`config.mk`:
```
export PLATFORM = sky130hd
export DESIGN_NAME = fee_calculator
export DESIGN_NICKNAME = d
export VERILOG_FILES = /design/src/rtl/fee_defs.sv /design/src/rtl/sat_add8.sv /design/src/rtl/fee_calculator.sv
export SDC_FILE = /design/constraint.sdc
export NUM_CORES = 1
export LEC_CHECK = 0
export ABC_CLOCK_PERIOD_IN_PS = 3000
export CORE_ASPECT_RATIO = 0.75
export CORE_MARGIN = 1
export CORE_UTILIZATION = 49
export DETAILED_ROUTE_END_ITERATION = 10
export HOLD_SLACK_MARGIN = 0.1
export MAX_ROUTING_LAYER = met4
export PLACE_DENSITY = 0.76
export SYNTH_ARGS = -nofsm -noshare
export SYNTH_HDL_FRONTEND = slang
export SYNTH_SLANG_ARGS = --single-unit
```
`constraint.sdc`:
```
create_clock -name clock -period 3 [get_ports clock]
set_input_delay 0.9 -clock clock [delete_from_list [all_inputs] [get_ports clock]]
set_output_delay 0.9 -clock clock [all_outputs]
set_load 0.01 [all_outputs]
```
`src/rtl/fee_defs.sv`:
```
// Shared definitions for the parking fee calculator: FSM state encodings,
// default billing parameters and the elapsed-time helper.
package fee_defs;

    typedef logic [7:0] stamp_t;

    localparam logic [1:0] ST_IDLE  = 2'd0;
    localparam logic [1:0] ST_COUNT = 2'd1;
    localparam logic [1:0] ST_DONE  = 2'd2;

    localparam int DEFAULT_BLOCK = 15;
    localparam int DEFAULT_RATE  = 2;

    // Time stamps wrap at 256, so plain 8-bit subtraction gives the
    // elapsed time even when the exit stamp is numerically smaller.
    function automatic stamp_t elapsed(input stamp_t entry_t, input stamp_t exit_t);
        return exit_t - entry_t;
    endfunction

endpackage

```
`src/rtl/sat_add8.sv`:
```
// Unsigned 8-bit adder that clamps at 255 and flags when it had to clamp.
module sat_add8 (
    input  logic [7:0] a,
    input  logic [7:0] b,
    output logic [7:0] sum,
    output logic       sat
);

    logic [8:0] wide_sum;

    // Add with a carry bit; a carry out means the true sum left 8-bit range.
    always_comb begin
        wide_sum = {1'b0, a} + {1'b0, b};
        sat      = wide_sum[8];
        sum      = wide_sum[8] ? 8'hFF : wide_sum[7:0];
    end

endmodule

```
`src/rtl/fee_calculator.sv`:
```
// Parking fee calculator: loads the elapsed time between two stamps, then
// charges RATE per started BLOCK one block per clock, saturating at 255.
module fee_calculator
    import fee_defs::*;
#(
    parameter int BLOCK = DEFAULT_BLOCK,
    parameter int RATE  = DEFAULT_RATE
) (
    input  logic       clock,
    input  logic       reset,
    input  logic [7:0] data_P,
    input  logic [7:0] data_Q,
    input  logic       start,
    input  logic       ack,
    output logic       busy,
    output logic       valid,
    output logic [7:0] duration,
    output logic [7:0] fee,
    output logic       overflow
);

    localparam logic [7:0] BLOCK_W = 8'(BLOCK);
    localparam logic [7:0] RATE_W  = 8'(RATE);

    logic [1:0] state;
    logic [7:0] remaining;
    logic [7:0] fee_sum;
    logic       fee_sat;

    sat_add8 u_sat_add8 (
        .a   (fee),
        .b   (RATE_W),
        .sum (fee_sum),
        .sat (fee_sat)
    );

    // Control FSM: load on start, consume one block per clock, hold the result until ack.
    always_ff @(posedge clock) begin
        if (reset) begin
            state     <= ST_IDLE;
            remaining <= 8'd0;
            duration  <= 8'd0;
            fee       <= 8'd0;
            overflow  <= 1'b0;
        end else begin
            case (state)
                ST_IDLE: begin
                    if (start) begin
                        duration  <= elapsed(data_P, data_Q);
                        remaining <= elapsed(data_P, data_Q);
                        fee       <= 8'd0;
                        overflow  <= 1'b0;
                        state     <= ST_COUNT;
                    end
                end
                ST_COUNT: begin
                    if (remaining == 8'd0) begin
                        state <= ST_DONE;
                    end else begin
                        fee <= fee_sum;
                        if (fee_sat) begin
                            overflow <= 1'b1;
                        end
                        remaining <= (remaining > BLOCK_W) ? (remaining - BLOCK_W) : 8'd0;
                    end
                end
                ST_DONE: begin
                    if (ack) begin
                        state <= ST_IDLE;
                    end
                end
                default: begin
                    state <= ST_IDLE;
                end
            endcase
        end
    end

    assign busy  = (state == ST_COUNT);
    assign valid = (state == ST_DONE);

endmodule
```
==> key figures <==
Global routing
  • Total GRT Usage: 25.0%
  • Antenna violations before repair: 0
  • First-pass GRT wire length: 6.94 mm
  • Largest net degree at the start of global routing: 28
  • Total gr overflow: 0
  • Vias in the first global route: 1478

Clocking
  • Max clock buf depth: 2
  • Post-cts sizing count: 0
  • Num Clock Sinks: 27
  • CTS Root Cell: clkbuf_8
  • H-tree Lvls: 1
  • # hold bufs at CTS: 0
  • CTS tree: yes
  • Worst-path clk slew: 0.09 ns
  • Clk Latency, worst-skew pair: 0.27 ns
  • CTS Buf Count: 3
  • Postcts setup bufs: 0

Layout
  • Area delta synth->final: 28.5%
  • Register area: 541 sq um
  • Final cell count without fillers: 275
  • Area occupied by multi-input gates: 1030 sq um
  • Layout cells sized above 1: 8.86%
  • Fin nets: 269
  • Number of fill cells: 256
  • Ant diodes: 0

Yosys
  • Primary FF master, synth: dfxtp_1
  • Cell Area, Synth: 1650 sq um
  • Post-Syn Nets: 229
  • Yosys top cell by area: dfxtp_1
  • Ys async rst share: 0%
  • Yosys cell types: 45
  • Post-Synthesis Cells: 198
  • Post-synth EDFFs: 0
  • Seq cells post-synth: 27
  • Top cells by area, synth: dfxtp_1 (33%), ha_1 (7.6%), a21oi_1 (6.7%), nand2_1 (4.8%), nand3b_1 (3.2%)
  • Syn_area_per_cell: 8.34 sq um
  • Yosys top cell area share: 32.7%
  • Seq/Total Area, Yosys: 32.7%
  • Syn. warnings: 0

Worst setup path
  • Worst setup SP type: primary input
  • Setup CP Type: in -> reg
  • Crit. End Element: flip-flop
  • Worst Path Required: 3.18 ns
  • Crit Path Max Fanout: 2
  • Crit path DAT: 2.87 ns

Place
  • Gp weighted congestion: 0.880
  • Port Buf Inserts: 38
  • Dpl cells: 271
  • Post-Place Worst Slack: 0.0199 ns
  • Detail Placement HPWL: 3.13 mm

STA
  • Final worst path period share: 89.8%
  • Final min period: 2.69 ns
  • Pins Over Slew Limit: 0
  • Slew @ Worst Pin: 0.492 ns
  • Slew HR: 66.4%
  • RSZ-0062 raised after global routing: false
  • Hold WS: 0.466 ns
  • Max frequency: 0.371 GHz
  • Worst Setup Slack, final: 0.305 ns
  • Layout Skew: 0.00131 ns
  • Setup TNS: 0 ns
  • # setup viols final: 0
  • Fin. Hold Viols: 0

Power
  • LEAKAGE: 0.000818 uW
  • Maximum VDD drop: 377 uV
  • PD cells: 532 nW/um^2

Die
  • Die height: 52.3 microns
  • Die Wd: 69.0 microns
  • Io pins: 39
  • Starting Density: 53.9%
  • # rows: 17
  • Core footprint: 3060 sq um
  • Die area: 3610 sq um

Routing
  • # DRC: 0
  • Vias: 1602
  • Drt pass-1 iters: 4
  • Wire per inst: 15.0 microns
  • Final WL: 4.13 mm
  • Vias per inst: 5.83
  • Iter 0 DRT Violations: 116
  • Antenna viol nets, final: 0

Run status
  • Status: complete, no violations

Hold path
  • Worst hold path type: reg -> reg

Flow run
  • Max cap viols: 0
Yosys cell counts (2+ instances only):
cell and number:
xor2_1 2, nor3_1 2, nor3b_1 4, a211oi_1 6
nand2b_1 3, a2111oi_0 2, clkbuf_1 4, nor2_1 11
dfxtp_1 27, nand3_1 6, xnor2_1 3, nor2b_1 3
nand2_1 21, nand4b_1 2, o21ai_0 6, nand3b_1 7
buf_2 2, o21ai_2 5, a21oi_1 22, a21o_1 5
a31oi_1 5, o21ai_1 4, and3_1 3, inv_1 12
and4_1 2, ha_1 10
state kept, by name, summed over array words and instances (netlist names):
register and count:
remaining 8, fee 8, state 2, duration 8, overflow 1
cell type report:
type,count,area share [%]
well taps,38,2.24
clock buffers,3,1.95
multi-input cells,151,48.3
repair buffers,42,19.3
flip-flops and latches,27,25.5
inverters,13,2.30
clock inverters,1,0.354
report_power, final:
part / total (uW) / switching (uW) / leakage [uW] / internal [uW]
clock network: 212 / 118 / 0.0000217 / 94.4
logic: 446 / 235 / 0.000576 / 211
registers: 470 / 64.9 / 0.000221 / 405
total: 1130 / 418 / 0.000818 / 710
kinds of logic after synthesis:
family / after synthesis / share of synthesized area, %
and+or+nand+nor: 70 / 24.7
AOI/OAI and AO/OA: 65 / 26.0
DFF: 27 / 32.7
buffers and inverters: 20 / 5.15
adders and majority gates: 11 / 8.79
xor gates and xnor gates: 5 / 2.65
final timing paths:
| kind | startpoint | end | slack [ns] | cells past startpoint |
|---|---|---|---|---|
| setup / recovery | data_P[0] | duration[6]$_SDFFE_PP0P_ | 0.31 | 9 |
| hold / removal | fee[0]$_SDFFE_PP0P_ | fee[0]$_SDFFE_PP0P_ | 0.47 | 2 |
| setup reg to reg | remaining[0]$_SDFFE_PP0P_ | fee[5]$_SDFFE_PP0P_ | 1.14 | 6 |
| hold reg to reg | fee[0]$_SDFFE_PP0P_ | fee[0]$_SDFFE_PP0P_ | 0.47 | 2 |
through the flow:
| step | instance area (sq um) | utilization [%] | total power (uW) |
|---|---|---|---|
| 6_report | 2120 | 69.3 | 1130 |
| 3_3_place_gp | 2070 | 67.7 | 902 |
| 3_5_place_dp | 2070 | 67.7 | 915 |
| 2_1_floorplan | 1650 | - | 774 |
| 5_1_grt | 2120 | 69.3 | 1210 |
| 4_1_cts | 2120 | 69.3 | 1130 |
cell usage in the layout, fill, tap and decap left out, drive strengths merged, types with 3 or more instances in the layout:
| cell type | count |
|---|---|
| clkdlybuf4s50 | 38 |
| dfxtp | 27 |
| a21oi | 23 |
| nand2 | 21 |
| o21ai | 15 |
| inv | 13 |
| nor2 | 11 |
| ha | 10 |
| nand3b | 7 |
| a211oi | 6 |
| nand3 | 6 |
| nor3b | 6 |
| a21o | 5 |
| a31oi | 5 |
| buf | 4 |
| nand2b | 4 |
| nor2b | 3 |
| xnor2 | 3 |
| and3 | 3 |
| clkbuf | 3 |
worst max-delay path: stages:
cell and delay, ns:
clkdlybuf4s50_1 0.46, ha_1 0.16, inv_1 0.06, fa_1 0.39, a211oi_1 0.33, o21bai_1 0.14, a21oi_1 0.18, xnor2_1 0.10
a21o_1 0.16
layer usage:
metal	vias up	global-route usage [%]	wire (microns)
met5	-	-	0
met4	0	5.44	24
met3	4	4.81	233
met2	35	38.5	1850
met1	757	34.4	2020
li1	806	-	-
Note: power is estimated with default switching activity, not from simulation.
